File: config.mk
export PLATFORM = sky130hd
export DESIGN_NAME = serial_adder_mux
export DESIGN_NICKNAME = d
export VERILOG_FILES = /design/src/rtl/arith_pkg.sv /design/src/rtl/full_adder_mux.sv /design/src/rtl/serial_adder_mux.sv
export SDC_FILE = /design/constraint.sdc
export NUM_CORES = 1
export LEC_CHECK = 0
export CAP_MARGIN = 20
export CORE_AREA = 2 2 57 59
export CTS_BUF_LIST = sky130_fd_sc_hd__clkbuf_4
export CTS_CLUSTER_SIZE = 8
export DETAILED_ROUTE_END_ITERATION = 8
export DIE_AREA = 0 0 59 61
export GPL_ROUTABILITY_DRIVEN = 0
export PLACE_DENSITY = 0.54
export SLEW_MARGIN = 20
export SYNTH_ARGS = -nofsm -noshare
export SYNTH_HDL_FRONTEND = slang
export SYNTH_SLANG_ARGS = --single-unit
File: constraint.sdc
create_clock -name clk -period 1.5 [get_ports clk]
set_input_delay 0.3 -clock clk [delete_from_list [all_inputs] [get_ports clk]]
set_output_delay 0.3 -clock clk [all_outputs]
set_load 0.01 [all_outputs]
File: src/rtl/arith_pkg.sv
// Shared definitions for the serial arithmetic blocks: FSM state encoding
// and a constant-foldable ceiling-log2 used to size bit counters.
package arith_pkg;

  typedef enum logic [1:0] {
    IDLE = 2'd0,
    RUN  = 2'd1,
    DONE = 2'd2
  } state_t;

  function automatic int clog2(input int value);
    int result;
    int rem;
    result = 0;
    rem    = value - 1;
    while (rem > 0) begin
      result = result + 1;
      rem    = rem >> 1;
    end
    return result;
  endfunction

endpackage

File: src/rtl/full_adder_mux.sv
// One-bit full adder built from 2:1 multiplexers around a single XOR
// propagate term.
module full_adder_mux (
  input  logic A,
  input  logic B,
  input  logic Cin,
  output logic S,
  output logic Cout
);

  logic prop;

  assign prop = A ^ B;
  assign S    = Cin ? ~prop : prop;
  // Propagate passes the incoming carry; otherwise A==B and A is the carry.
  assign Cout = prop ? Cin : A;

endmodule

File: src/rtl/serial_adder_mux.sv
// Bit-serial N-bit adder: one mux full-adder cell and a carry flop process
// A + B + Cin LSB-first, one bit per clock, behind a start/busy/done handshake.
module serial_adder_mux
  import arith_pkg::*;
#(
  parameter int N = 4
) (
  input  logic         clk,
  input  logic         rst,
  input  logic         start,
  input  logic [N-1:0] A,
  input  logic [N-1:0] B,
  input  logic         Cin,
  output logic         busy,
  output logic         done,
  output logic [N-1:0] Sum,
  output logic         Cout
);

  localparam int CW = clog2(N + 1);

  state_t        state;
  logic [N-1:0]  a_sr;
  logic [N-1:0]  b_sr;
  logic          carry;
  logic [CW-1:0] cnt;
  logic          cell_s;
  logic          cell_c;
  logic [N-1:0]  sum_shift;

  full_adder_mux u_cell (
    .A    (a_sr[0]),
    .B    (b_sr[0]),
    .Cin  (carry),
    .S    (cell_s),
    .Cout (cell_c)
  );

  // New sum bit enters at the MSB so that after N shifts bit 0 is the LSB.
  generate
    if (N == 1) begin : g_sum_w1
      assign sum_shift = cell_s;
    end else begin : g_sum_wn
      assign sum_shift = {cell_s, Sum[N-1:1]};
    end
  endgenerate

  always_ff @(posedge clk or posedge rst) begin
    if (rst) begin
      state <= IDLE;
      busy  <= 1'b0;
      done  <= 1'b0;
      Sum   <= '0;
      Cout  <= 1'b0;
      cnt   <= '0;
      carry <= 1'b0;
      a_sr  <= '0;
      b_sr  <= '0;
    end else begin
      case (state)
        IDLE, DONE: begin
          done <= 1'b0;
          if (start) begin
            a_sr  <= A;
            b_sr  <= B;
            carry <= Cin;
            cnt   <= '0;
            busy  <= 1'b1;
            state <= RUN;
          end else begin
            busy  <= 1'b0;
            state <= IDLE;
          end
        end
        RUN: begin
          Sum   <= sum_shift;
          carry <= cell_c;
          a_sr  <= a_sr >> 1;
          b_sr  <= b_sr >> 1;
          cnt   <= cnt + 1'b1;
          if (cnt == CW'(N - 1)) begin
            Cout  <= cell_c;
            busy  <= 1'b0;
            done  <= 1'b1;
            state <= DONE;
          end
        end
        default: begin
          busy  <= 1'b0;
          done  <= 1'b0;
          state <= IDLE;
        end
      endcase
    end
  end

endmodule

# Yosys cells after proc, flatten, opt, wreduce, memory -nomap -nowiden
# Cells that the tools add are included.
# Widths: inputs -> output; s select.
[word_totals]
inputBits = 12
reg_bits = 21
out_inout_bits = 7
[op_classes]
add_sub_neg = 1
n_mux = 18
eq_ne = 5
bitwise = 2
reduce_logical = 5
[op_table]
columns = ["cell", "count"]
rows = [
  ["$pmux 4 s2", 2],
  ["$mux 1", 8],
  ["$mux 4", 2],
  ["$pmux 3 s2", 1],
  ["$ne 2x2->1 const B", 2],
  ["$pmux 1 s2", 2],
  ["$pmux 2 s2", 1],
  ["$reduce_and 2->1", 2],
  ["$add 3x1->3 const B", 1],
  ["$eq 3x2->1 const B", 1],
  ["$mux 3", 1],
  ["$eq 2x1->1 const B", 1],
  ["$eq 2x2->1 const B", 1],
  ["$logic_not 2->1", 1],
  ["$mux 2", 1],
  ["$reduce_bool 2->1", 1],
  ["$reduce_or 2->1", 1],
  ["$not 1->1", 1],
  ["$xor 1x1->1", 1],
]

# Longest topological paths before layout
# Gate-level depths: netlist (run 1).
[depth]
ltp_word = 4
mapped_depth = 4
depth_no_buf = 4

# Hierarchy
# Synthesis (run 1) repeated with hierarchy kept, for this count alone.
[hier_totals]
cells_unflattened = 91
hier_area_um2 = 984.7
[modules_own_cells]
columns = ["mod", "instances", "seq_area_each_um2", "cells_each", "area_per_inst_um2"]
rows = [
  ["serial_adder_mux", 1, 500.5, 89, 950.9],
  ["full_adder_mux", 1, 0.0, 2, 33.8],
]

# Worst setup path after synthesis (run 1)
# Ideal clock, no wire load.
[synth_timing]
path_type = "reg2reg"
start = "register cnt[0]"
end = "register Cout"
stages_incl_launch_ff = 5
setup_time_ns = 0.125
t_arrival_ns = 1.177
t_required_ns = 1.375
setup_slack_ns = 0.197
cell_sequence = "dfrtp_1 > ha_1 > ha_1 > and2_4 > mux2_4"
[synth_between]
elab_chain_len = 2
[synth_lines]
columns = ["item", "line", "text"]
rows = [
  ["from (decl)", "serial_adder_mux.sv:26", "logic [CW-1:0] cnt;"],
  ["from (signal assigned)", "serial_adder_mux.sv:80", "cnt <= cnt + 1'b1;"],
  ["$eq 3x2->1", "serial_adder_mux.sv:81", "if (cnt == CW'(N - 1)) begin"],
  ["$reduce_and 2->1 (no source line)", "-", ""],
  ["to (signal assigned)", "serial_adder_mux.sv:82", "Cout <= cell_c;"],
  ["to (decl)", "serial_adder_mux.sv:17", "output logic Cout"],
]
# No other way between the ends.
# A chain may end at the register's enable or synchronous reset.

# Final worst setup path (run 1)
# Same ends and word-level chain as after synthesis.

==> results of run 1 <==
[what timing repair did]
| item | in CTS | in global routing |
|---|---|---|
| buffers inserted | 3 | 0 |
| resized for setup | 7 | 1 |
| setup endpoints to repair | 7 | 1 |
| hold endpoints to repair | 0 | 0 |
| pin swaps | 0 | 0 |
[cells in the final DEF (no fill, tap or decap)]
cell,instances
nand2_1,22
dfrtp_1,20
clkdlybuf4s50_1,11
buf_4,8
dlygate4sd2_1,7
nor2_1,6
a31oi_1,6
nand3_1,3
a22o_1,3
inv_1,3
clkbuf_4,3
nand2b_1,2
o21ai_1,2
ha_1,2
maj3_2,1
nor2b_2,1
and2_4,1
mux2_4,1
xnor2_1,1
or3_1,1
nor2b_1,1
nor2_2,1
and2_1,1
a221o_1,1
o31ai_1,1
o2bb2ai_1,1
bufinv_16,1
[registers in the layout, summed over array words and instances, names as in the netlist]
signal  flops
Sum         4
a_sr        4
b_sr        4
cnt         3
Cout        1
busy        1
carry       1
done        1
state       1
[per-stage QoR]
| step | TNS [ps] | util, % | worst slack [ps] |
|---|---|---|---|
| after global routing | 0 | 39.7 | 51.9 |
| after global placement | -121 | 37.4 | -38.4 |
| final | 0 | 39.7 | 134 |
| after floorplan | 0 | - | 197 |
| after detailed placement | -264 | 37.4 | -59.8 |
| after CTS | 0 | 39.6 | 36.0 |
[worst min-delay path: stages]
cell             delay [ps]
clkdlybuf4s50_1         400
inv_1                    50
buf_4                   260
[cell type report]
cell class              instances  area, µm²
clock buffers                   3       22.5
clock inverters                 1       30.0
fillers                       296       1780
inverters                       3       11.3
multi-input cells              58        335
flip-flops and latches         20        500
well taps                      33       41.3
repair buffers                 26        231
[routing by layer]
layer	up-vias	track usage, %	share of wire (%)
li1	338	-	-
met3	0	4.69	5.6
met5	-	0	0
met1	314	14.3	51
met2	18	19.0	44
met4	0	0.974	0
[cells by family after synthesis]
kind of cell	synth area share, %
compound gates	11.4
xor+xnor	1.00
fa+ha+maj	4.15
buf+inv	4.72
flops	57.2
mux	1.72
simple gates	19.7
[worst min-delay path by stage]
stage                      start  endpoint  slack (ps)  depth (start not counted)
after floorplan              rst      Cout         260                          1
after global placement    Sum[0]    Sum[0]         460                          2
after detailed placement  cnt[2]    cnt[2]         480                          1
after CTS                    rst  state[0]         300                          3
after global routing         rst  state[0]         340                          3
final                        rst  state[0]         300                          3
[power by group through the flow]
stage	Sequential [µW]	Combinational, µW	Clock [µW]
floorplan	983	732	0
global placement	969	1110	0
detailed placement	973	1130	0
CTS	952	1130	461
global route	992	1290	482
finish	948	1110	445
==> flow_summary.json, run 1 <==
{
  "status": "finished, final reports clean",
  "wirelength_um": 1670,
  "async_flop_share_pct": 100,
  "holdWs_ps": 297,
  "max_stage_delay_ps": 420,
  "grt_pass1_wl_um": 3040,
  "die_h_um": 61,
  "syn2layout_area_growth_pct": 34.0,
  "design_area_mm2": 0.00117,
  "crit_end": "Cout",
  "grt_max_degree": 21,
  "p_clk_share_pct": 17.8,
  "finalMaxSlewViolations": 0,
  "finalPower_uw": 2500,
  "pwr-share-seq_pct": 37.9,
  "cp_max_fo": 3,
  "die_w_um": 59,
  "drt_iter0_markers": 38,
  "synth_top_area_share_pct": 57.2,
  "p_leak_uw": 0.000563,
  "ir_worst_vdd_mv": 0.661,
  "crit_top_cell": "ha_1",
  "worstPathRequired_ps": 1700,
  "placed_area_mm2": 0.00110,
  "num_io_pins": 19,
  "max_freq_mhz": 732,
  "fin_crit_ps": 1370,
  "synth_area_per_cell_um2": 10.2,
  "cts_buffers": 3,
  "critical_path.top_delay_family": "flip-flops",
  "start_util_pct": 29.6,
  "path_cells": "ha_1 > ha_1 > and2_4 > mux2_4",
  "dp_cells": 137,
  "synthFlopType": "dfrtp_1",
  "netlist_instances": 86,
  "crit_type": "flop to flop",
  "drv_cap": 0,
  "grt_pass1_vias": 699,
  "crit_slowest_cell": "dfrtp_1",
  "synth_edf_count": 0,
  "synth_common_cells": "nand2_1 (22), dfrtp_1 (20), a31oi_1 (6), nor2_1 (6)",
  "startpoint_type": "flop",
  "fin_cells": 144,
  "synthesis.yosys.warnings": 0,
  "slew_headroom_pct": 76.8,
  "reg2regPathDepth": 4,
  "clk_pin_slew_worst_paths_ps": 120,
  "internal_power_uw": 1630,
  "overflow": 0,
  "syn_nets": 100,
  "rrSetupSlack_ps": 130,
  "syn_area_um2": 875,
  "cts-root-buf": "clkbuf_4",
  "clock_skew_ps": 10.5,
  "yosys-top-cells-area": "dfrtp_1 (57%), nand2_1 (9.4%), a31oi_1 (4.3%)",
  "diodes": 0,
  "cp.depth": 4,
  "rsz0062_at_grt": "no",
  "setup.worst_path.start": "cnt[0]",
  "drive_above_1_share_pct": 15.3,
  "cp.buffers_inverters": 0,
  "hp-class": "input port to asynchronous set/reset pin",
  "route.detailed.drc": 0,
  "ys_ff_latch": 20,
  "cts.sinks": 20,
  "switching_share_pct": 35.0,
  "rr_startpoint": "cnt[0]",
  "clock_path_buffers": 2,
  "numPortBuffers": 18,
  "cts_hold_buf": 0,
  "place_hpwl_um": 1220,
  "vias": 670,
  "worst_slew_pin_slew_ps": 348,
  "fin_crit_sh_pct": 91.1,
  "r2r-end": "Cout",
  "p_per_area_mw_per_mm2": 2140,
  "rows": 20,
  "cts_tree": "yes",
  "avgViaCountPerCell": 4.65,
  "ant_nets": 0,
  "crit_arrival_ps": 1560,
  "end_kind": "flop",
  "core_area_mm2": 0.00295,
  "ys_seq_area_share_pct": 57.2,
  "clk_latency_ps": 310,
  "netSwitchingPower_uw": 878,
  "hold_viol": 0,
  "yosys.area.top_type": "dfrtp_1",
  "synth.distinct_cells": 24,
  "drt_pre_antenna_iters": 4,
  "setup_viol": 0,
  "pwr-share-comb_pct": 44.4,
  "wl_per_cell_um": 11.6,
  "dieArea_mm2": 0.00360,
  "grt_antenna_before_repair": 0,
  "grtUsageTotal_pct": 11.3,
  "htree_levels": 1,
  "layout.nets": 126,
  "synth_most_common_cell": "nand2_1"
}
Note: power is estimated with default switching activity, not from simulation.
==> inputs of run 2 (changes only) <==
--- a/config.mk
+++ b/config.mk
@@ -13,7 +13,6 @@
 export DIE_AREA = 0 0 59 61
 export GPL_ROUTABILITY_DRIVEN = 0
 export PLACE_DENSITY = 0.54
-export SLEW_MARGIN = 20
 export SYNTH_ARGS = -nofsm -noshare
 export SYNTH_HDL_FRONTEND = slang
 export SYNTH_SLANG_ARGS = --single-unit
==> results of run 2 <==
Final layout, timing and power as in run 1 (identical DEF).
